[src/rtl/seq_div_pkg.sv]
// Shared types and helpers for the sequential restoring divider.
package seq_div_pkg;

    // Default operand width used when the divider is not parameterised.
    localparam int DIV_WIDTH_DEFAULT = 16;

    // Control states of the divider.
    typedef enum logic [1:0] {
        IDLE = 2'd0,
        BUSY = 2'd1,
        DONE = 2'd2
    } div_state_t;

    // Width of the iteration counter.
    // It holds values up to WIDTH, so it needs one bit beyond clog2.
    function automatic int div_count_width(input int width);
        return $clog2(width) + 1;
    endfunction

endpackage

[src/rtl/seq_divider_ctrl.sv]
// Control FSM and iteration counter for the divider.
// Emits load, shift and finish strobes for the datapath in seq_divider.
module seq_divider_ctrl
    import seq_div_pkg::*;
#(
    parameter int WIDTH = DIV_WIDTH_DEFAULT
) (
    input  logic clk,
    input  logic rst,
    input  logic src_valid,
    input  logic divisor_zero,
    input  logic dest_ready,
    output logic src_ready,
    output logic dest_valid,
    output logic load,
    output logic shift,
    output logic finish
);

    localparam int CW = div_count_width(WIDTH);

    div_state_t     state;
    div_state_t     state_next;
    logic [CW-1:0]  count;

    // State register; reset aborts any operation in flight.
    always_ff @(posedge clk or posedge rst) begin
        if (rst) begin
            state <= IDLE;
        end else begin
            state <= state_next;
        end
    end

    // Iteration counter: cleared on accept, advanced once per quotient bit.
    always_ff @(posedge clk or posedge rst) begin
        if (rst) begin
            count <= '0;
        end else if (load) begin
            count <= '0;
        end else if (shift) begin
            count <= count + CW'(1);
        end
    end

    // Next-state logic and datapath strobes.
    // A zero divisor skips the iteration and goes straight to DONE.
    always_comb begin
        state_next = state;
        load       = 1'b0;
        shift      = 1'b0;
        finish     = 1'b0;
        case (state)
            IDLE: begin
                if (src_valid) begin
                    load       = 1'b1;
                    state_next = divisor_zero ? DONE : BUSY;
                end
            end
            BUSY: begin
                shift = 1'b1;
                if (count == CW'(WIDTH - 1)) begin
                    finish     = 1'b1;
                    state_next = DONE;
                end
            end
            DONE: begin
                if (dest_ready) begin
                    state_next = IDLE;
                end
            end
            default: begin
                state_next = IDLE;
            end
        endcase
    end

    assign src_ready  = (state == IDLE);
    assign dest_valid = (state == DONE);

endmodule

[src/rtl/seq_divider.sv]
// Unsigned sequential restoring divider, one quotient bit per clock.
// Holds the A/Q/M datapath; sequencing lives in seq_divider_ctrl.
module seq_divider
    import seq_div_pkg::*;
#(
    parameter int WIDTH = DIV_WIDTH_DEFAULT
) (
    input  logic             clk,
    input  logic             rst,
    input  logic             src_valid,
    output logic             src_ready,
    input  logic [WIDTH-1:0] dividend,
    input  logic [WIDTH-1:0] divisor,
    output logic             dest_valid,
    input  logic             dest_ready,
    output logic [WIDTH-1:0] quotient,
    output logic [WIDTH-1:0] remainder,
    output logic             div_by_zero
);

    logic             load;
    logic             shift;
    logic             finish;
    logic             divisor_zero;

    logic [WIDTH:0]   a_reg;
    logic [WIDTH-1:0] q_reg;
    logic [WIDTH-1:0] m_reg;

    logic [WIDTH:0]   a_shift;
    logic [WIDTH:0]   trial;
    logic [WIDTH:0]   a_next;
    logic [WIDTH-1:0] q_next;

    assign divisor_zero = (divisor == '0);

    seq_divider_ctrl #(
        .WIDTH (WIDTH)
    ) u_ctrl (
        .clk          (clk),
        .rst          (rst),
        .src_valid    (src_valid),
        .divisor_zero (divisor_zero),
        .dest_ready   (dest_ready),
        .src_ready    (src_ready),
        .dest_valid   (dest_valid),
        .load         (load),
        .shift        (shift),
        .finish       (finish)
    );

    // One restoring step: shift {A,Q} left, trial-subtract M, and keep the
    // difference only when it did not borrow. A stays below M after every
    // step, so its top bit is free to act as the borrow flag.
    always_comb begin
        a_shift = {a_reg[WIDTH-1:0], q_reg[WIDTH-1]};
        trial   = a_shift - {1'b0, m_reg};
        a_next  = a_shift;
        q_next  = {q_reg[WIDTH-2:0], 1'b0};
        if (!trial[WIDTH]) begin
            a_next = trial;
            q_next = {q_reg[WIDTH-2:0], 1'b1};
        end
    end

    // Datapath registers: operands latched on accept, iterated while busy.
    // Result registers change only on the zero-divisor accept or the last step,
    // so they hold steady through DONE regardless of operand inputs.
    always_ff @(posedge clk or posedge rst) begin
        if (rst) begin
            a_reg       <= '0;
            q_reg       <= '0;
            m_reg       <= '0;
            quotient    <= '0;
            remainder   <= '0;
            div_by_zero <= 1'b0;
        end else if (load) begin
            a_reg <= '0;
            q_reg <= dividend;
            m_reg <= divisor;
            if (divisor_zero) begin
                quotient    <= '1;
                remainder   <= dividend;
                div_by_zero <= 1'b1;
            end
        end else if (shift) begin
            a_reg <= a_next;
            q_reg <= q_next;
            if (finish) begin
                quotient    <= q_next;
                remainder   <= a_next[WIDTH-1:0];
                div_by_zero <= 1'b0;
            end
        end
    end

endmodule

[config.mk]
export PLATFORM = sky130hd
export DESIGN_NAME = seq_divider
export DESIGN_NICKNAME = d
export VERILOG_FILES = /design/src/rtl/seq_div_pkg.sv /design/src/rtl/seq_divider_ctrl.sv /design/src/rtl/seq_divider.sv
export SDC_FILE = /design/constraint.sdc
export NUM_CORES = 1
export LEC_CHECK = 0
export CAP_MARGIN = 20
export CORE_UTILIZATION = 50
export CTS_BUF_LIST = sky130_fd_sc_hd__clkbuf_16
export DETAILED_ROUTE_END_ITERATION = 12
export GPL_TIMING_DRIVEN = 0
export PLACE_DENSITY = 0.71
export SLEW_MARGIN = 10
export SYNTH_ARGS = -nofsm -noshare
export SYNTH_HDL_FRONTEND = slang
export SYNTH_HIERARCHICAL = 1
export SYNTH_SLANG_ARGS = --single-unit
[constraint.sdc]
create_clock -name clk -period 3.35 [get_ports clk]
set_clock_uncertainty 0.15 [all_clocks]
set_input_delay 0.67 -clock clk [delete_from_list [all_inputs] [get_ports clk]]
set_output_delay 0.67 -clock clk [all_outputs]
set_load 0.05 [all_outputs]
== Word level (Yosys, flattened, before mapping) ==
Index checks and enable logic that the tools add are counted.

* ROM bits: 0
* Memories kept: 0
* RAM bits: 0
* Flip-flop bits (word level): 88
* Word-level logic and storage cells: 53
* Bits in latches: 0
* Input port bits: 36

* Multipliers: 0
* $add $sub $neg: 2
* Reductions and logical operators: 6
* Bitwise gates (word level): 0
* Shift operators: 0
* Order comparisons: 0
* Muxes and demuxes: 30
* Div/mod/pow operators: 0
* Eq/ne operators: 7

{| class="wikitable"
|+ Operator list
! kind !! number
|-
| 16-bit 2-to-1 mux || 13
|-
| 17-bit by 16-bit subtractor with 17-bit output || 1
|-
| 16-bit logical NOT || 1
|-
| 1-bit 2-to-1 mux || 10
|-
| 5-bit 2-to-1 mux || 2
|-
| 2-bit 2-to-1 mux || 4
|-
| 2-bit by 1-bit inequality test with 1-bit output, second input constant || 3
|-
| 2-bit one-hot mux with 3 select lines || 1
|-
| 3-bit AND reduction || 2
|-
| 5-bit by 1-bit adder with 5-bit output, second input constant || 1
|-
| 5-bit by 4-bit == test with 1-bit output, second input constant || 1
|-
| 2-bit nonzero test || 2
|-
| 2-bit by 1-bit == test with 1-bit output, second input constant || 1
|-
| 2-bit == test, second input constant || 1
|-
| 2-bit logical NOT || 1
|-
| 2-bit inequality test, second input constant || 1
|}

== Logic depth before layout (Yosys ltp) ==
* Depth in word-level cells: 6
* Mapped depth: 12
* Mapped depth without buffers: 10

== By module ==
Netlist, hierarchy kept.

{| class="wikitable"
|+ By module, submodules not included
! module !! instances !! area each (sq um) !! cells an instance
|-
| seq_divider || 1 || 4654.5 || 508
|-
| seq_divider_ctrl || 1 || 379.1 || 41
|}

== Least setup slack after synthesis ==
Ideal clock, no wire load.

* Path kind: register to register
* Start point: register u_ctrl.state[0]
* End point: register remainder[11]
* Clock period less this slack: 2.805 ns
* Library setup time: 0.088 ns
* Setup slack: 0.545 ns
* Arrival: 2.566 ns
* Stages on the path, launching flop included: 11
* Path buffers: 4
* Data required time: 3.112 ns
* Path through: dfrtp_1 buf_2 nor2_1 and2_1 and2_1 buf_2 or2_2 buf_2 buf_1 nor2_1 a41oi_1

* Longest elaborated chain between the ends: 4

{| class="wikitable"
|+ Ends and longest elaborated chain
! item !! RTL line !! RTL
|-
| start: declaration || seq_divider_ctrl.sv:22 || <nowiki>div_state_t state;</nowiki>
|-
| start signal: assignment || seq_divider_ctrl.sv:31 || <nowiki>state <= state_next;</nowiki>
|-
| 2-bit logical NOT (*) || -- ||
|-
| via src_ready || seq_divider.sv:11 || <nowiki>output logic src_ready,</nowiki>
|-
| 1-bit 2-to-1 mux (*) || seq_divider_ctrl.sv:53 || <nowiki>case (state)</nowiki>
|-
| via load || seq_divider.sv:21 || <nowiki>logic load;</nowiki>
|-
| 2-bit by 1-bit inequality test with 1-bit output (no line) / 2-bit nonzero test (equally long branches) || -- ||
|-
| 3-bit AND reduction (no line) || -- ||
|-
| end signal: assignment || seq_divider.sv:83 || <nowiki>remainder <= dividend;</nowiki>
|-
| end signal: assignment || seq_divider.sv:91 || <nowiki>remainder <= a_next[WIDTH-1:0];</nowiki>
|-
| end: declaration || seq_divider.sv:17 || <nowiki>output logic [WIDTH-1:0] remainder,</nowiki>
|}

The timed path passes the listed nets; every way through them passes the cells marked *.
A chain may end at the register's enable or synchronous reset.

== Worst setup path in the final report ==
* Start point: register q_reg[15]
* End point: register remainder[8]

* Longest elaborated chain between the ends: 5

{| class="wikitable"
|+ Ends and longest elaborated chain
! item !! RTL line !! RTL
|-
| start: declaration || seq_divider.sv:27 || <nowiki>logic [WIDTH-1:0] q_reg;</nowiki>
|-
| start signal: assignment || seq_divider.sv:79 || <nowiki>q_reg <= dividend;</nowiki>
|-
| start signal: assignment || seq_divider.sv:88 || <nowiki>q_reg <= q_next;</nowiki>
|-
| 17-bit by 16-bit subtractor with 17-bit output || seq_divider.sv:57 || <nowiki>trial = a_shift - {1'b0, m_reg};</nowiki>
|-
| 16-bit 2-to-1 mux || seq_divider.sv:60 || <nowiki>if (!trial[WIDTH]) begin</nowiki>
|-
| 16-bit 2-to-1 mux || seq_divider.sv:89 || <nowiki>if (finish) begin</nowiki>
|-
| 16-bit 2-to-1 mux || seq_divider.sv:86 || <nowiki>end else if (shift) begin</nowiki>
|-
| 16-bit 2-to-1 mux || seq_divider.sv:77 || <nowiki>end else if (load) begin</nowiki>
|}

No other way between the ends. The select of a mux whose other input is x is not followed.

==> PnR_summary.wiki <==
{| class="wikitable"
! Metric !! Value
|-
| Run status || completed
|-
| Max Clock Freq || 311.3 MHz
|-
| Delay-heaviest family, CP || adder cells
|-
| Synthesized cell area || about 5000 µm²
|-
| Maximum single-stage delay on the critical path || between 0.4 and 0.5 ns
|-
| Clock slew at the register clock pins of the worst setup and hold paths || approximately 0.06 ns
|-
| Post-Syn Nets || a little over 600
|-
| Number of max-slew violations in the final report || 0
|-
| Share of synthesized area occupied by flip-flops and latches || around 44%
|-
| Most frequent cells in the layout || 88 x dfrtp_1, 80 x nand2_1, 70 x clkdlybuf4s50_1
|-
| Setup repair after global routing missed its margin || false
|-
| Worst path cell trace || inv_1 > ha_1 > fa_1 > nand2b_1 > a21oi_2 > o21bai_4 > and3_1 > buf_6 > nor2_8 > buf_12 > mux2i_2 > o221ai_1
|-
| Combinational share of power || 62.9%
|-
| Core Footprint || ~10000 µm²
|-
| Leading cell types by total area after synthesis || dfrtp_1 44%, nand2_1 6.0%, o21ai_0 5.0%
|-
| Area added between synthesis and finish || 24.38%
|-
| Routed wirelength normalized by instance count || 17.81 µm
|-
| Register bit total from synthesis || between 80 and 90
|-
| Worst EP arrival || about 3.3 ns
|-
| Flop pwr share || approximately a quarter
|-
| Overall global routing resource usage || between 20% and 30%
|-
| 1st-pass router iterations || 5
|-
| TritonCTS clock tree || done
|-
| Number of placed I/O pins || slightly above 70
|-
| Detail-routed via count per cell || ~5.7
|-
| Internal Power || roughly 0.004 W
|-
| Detail Route Antenna Nets || 0
|-
| Remaining DRCs || 0
|-
| CP max FO || 10
|-
| GPL Wtd Cong || 0.8777
|-
| Max rail drop VDD || 0.0006286 V
|-
| Syn Inst Count || ~550
|-
| Fraction of synthesized cell area taken by the top area cell type || a little over two fifths
|-
| Setup violation total in the final timing report || 0
|-
| Number of antenna violations at the first check in global routing || 0
|-
| Port bufs || 70
|-
| Via total after detailed routing || around 4.4k
|-
| Kind of capture point of the worst setup path || flip-flop
|-
| Antenna diode count || 0
|-
| Post-route clock period utilization || a little over nine tenths
|-
| Sw Ratio || about 47%
|-
| CTS Buffer Depth || 2
|-
| Number of global-route vias before repair || approximately 4.2k
|-
| MaxCap Viol Count || 0
|-
| Commonest non-fill, non-tap cell in the layout || dfrtp_1
|-
| Global route overflow || 0
|-
| Main synth FF type || dfrtp_1
|-
| CTS Buf Count || 9
|-
| Post-route minimum period || around 3.2 ns
|-
| Critical path buffer and inverter count || 3
|-
| Count of different cell masters after synthesis || a little over 70
|-
| Hold Violations, Final || 0
|-
| Worst min path class || flip-flop to flip-flop
|-
| Post-CTS setup buffers || 0
|-
| Clock network fraction of total power || 13.8%
|-
| Placed wire-length estimate after detailed placement || approximately 10000 µm
|-
| Number of warnings reported in the yosys synthesis log || 6
|-
| Clock sink count || 88
|-
| Leakage power total || 2.761 nW
|-
| Data required time of the critical path || 3.40 ns
|-
| Slew at the pin closest to its max-slew limit || about 0.7 ns
|-
| Syn_area_per_cell || around 9.2 µm²
|-
| Die span in x || slightly above 100 µm
|-
| Smallest setup slack after layout || 0.1381 ns
|-
| NumNets Final || 685
|-
| Critical Path Source Type || flip-flop
|-
| Starting Density || between 50% and 60%
|-
| Wire length of the first global-routing pass || roughly 22000 µm
|-
| Cts-stage hold buffer count || 0
|-
| DIE AREA || around 10000 µm²
|-
| Cell at the root of the clock tree || clkbuf_16
|-
| Slew Limit Headroom || 53.48%
|-
| DIE HEIGHT || about 100 µm
|-
| P_sw || ~0.0037 W
|-
| Share of synthesized flip-flops with an asynchronous set or reset || 100.0%
|-
| Source-to-sink clock delay at the later pin of the worst-skew pair || ~0.34 ns
|-
| Share of cells above drive strength 1 || 7.402%
|-
| Number of flops mapped to enable cells by yosys || 0
|-
| Count of routing violations after the opening detailed-route iteration || around 330
|-
| H-tree level count || 3
|-
| Number of placed instances, taps included || between 700 and 800
|-
| Final cell count without fillers || between 700 and 800
|-
| Power per cell area || between 1000 and 1500 nW/µm²
|-
| Cell taking the most area after synthesis || dfrtp_1
|-
| Pin count of the biggest net entering global routing || 67
|-
| Setup slack after placement || -0.4562 ns
|-
| Routed wire length || ~14000 µm
|-
| Number of core rows || 36
|-
| Cell with the largest stage delay on the worst path || dfrtp_1
|-
| Crit path kind || flip-flop to flip-flop
|}
[cells in the mapped netlist, types with 2 or more instances]
cell and instances:
inv_1 25, mux2_2 2, buf_6 3, o2111ai_1 3, nand4b_1 2, o21ai_0 50
and3_1 4, or2_2 2, o21a_1 4, xor2_1 3, nor4_1 5, nand4_1 3
a22o_1 2, a21oi_2 4, nor2_1 45, a21o_1 7, and4_1 3, nand2_1 80
nor3_1 6, o21ai_1 2, nand3b_1 4, a21oi_1 23, o22ai_1 2, buf_2 6
buf_1 5, a221oi_1 5, nand2b_1 4, o221ai_1 3, a31oi_1 6, mux2i_1 21
ha_1 18, and2_1 8, xnor2_1 9, dfrtp_1 88, a2bb2oi_1 2, nor2b_1 13
a211oi_1 13, nand3_1 4, o211ai_1 6, clkbuf_1 19, o31ai_1 5
[layer usage]
metal	track usage (%)	up-vias	routed length (µm)
met5	0	-	0
met4	11.65	0	426
met3	3.899	31	687
met2	45.64	146	6388
met1	37.75	2094	6179
li1	-	2105	-
[power by group through the flow]
stage	Combinational [W]	Sequential [W]	Clock, W
floorplan	0.00330	0.00206	0
global placement	0.00470	0.00181	0
detailed placement	0.00478	0.00182	0
CTS	0.00482	0.00181	0.00109
global route	0.00534	0.00186	0.00113
finish	0.00490	0.00182	0.00107
[cells by family (layout without fill, tap and decap cells)]
logic type,Yosys count,in the layout,synth area share [%]
adder cells (fa/ha/maj),19,19,4.872
XOR/XNOR,12,12,2.088
AND/OR/NAND/NOR,190,190,17.95
AO/OA/AOI/OAI,155,155,21.08
buffers and inverters,62,148,5.643
multiplexers,23,23,4.623
flip-flops,88,88,43.75
[per-stage QoR]
stage	power [W]	hold slack, ns	instance area [µm²]	utilization, %	TNS [ns]
5_1_grt	0.008335	0.3548	6261	64.06	0
4_1_cts	0.007720	0.3419	6241	63.85	0
3_5_place_dp	0.006601	0.3285	5931	60.68	-4.064
3_3_place_gp	0.006509	0.3106	5901	60.37	-79.63
6_report	0.007789	0.3385	6261	64.06	0
2_1_floorplan	0.005365	0.3018	5034	-	0
[what timing repair did]
item,in CTS,in global routing
pin swaps,0,0
gates resized for setup,0,4
setup endpoints to repair,9,4
[worst paths after layout]
kind,start,endpoint,slack [ns],cells after the start
worst max-delay path,q_reg[15]$_DFFE_PP0P_,remainder[8]$_DFFE_PP0P_,0.14,12
worst min-delay path,div_by_zero$_DFFE_PP0P_,div_by_zero$_DFFE_PP0P_,0.34,1
worst max register to register,q_reg[15]$_DFFE_PP0P_,remainder[8]$_DFFE_PP0P_,0.14,12
worst min register to register,div_by_zero$_DFFE_PP0P_,div_by_zero$_DFFE_PP0P_,0.34,1
max in group asynchronous,rst,m_reg[15]$_DFFE_PP0P_,1.95,3
min in group asynchronous,rst,m_reg[7]$_DFFE_PP0P_,0.50,2
[layout make-up]
| cell class | instances | area [µm²] |
|---|---|---|
| multi-input combinational | 399 | 2567 |
| fill | 867 | 3513 |
| sequential | 88 | 2202 |
| buffer | 35 | 182.7 |
| clock inverter | 7 | 88.84 |
| tap | 133 | 166.4 |
| timing repair buffer | 71 | 728.2 |
| clock buffer | 9 | 225.2 |
| inverter | 26 | 100.1 |
Note: power is estimated with default switching activity, not from simulation.
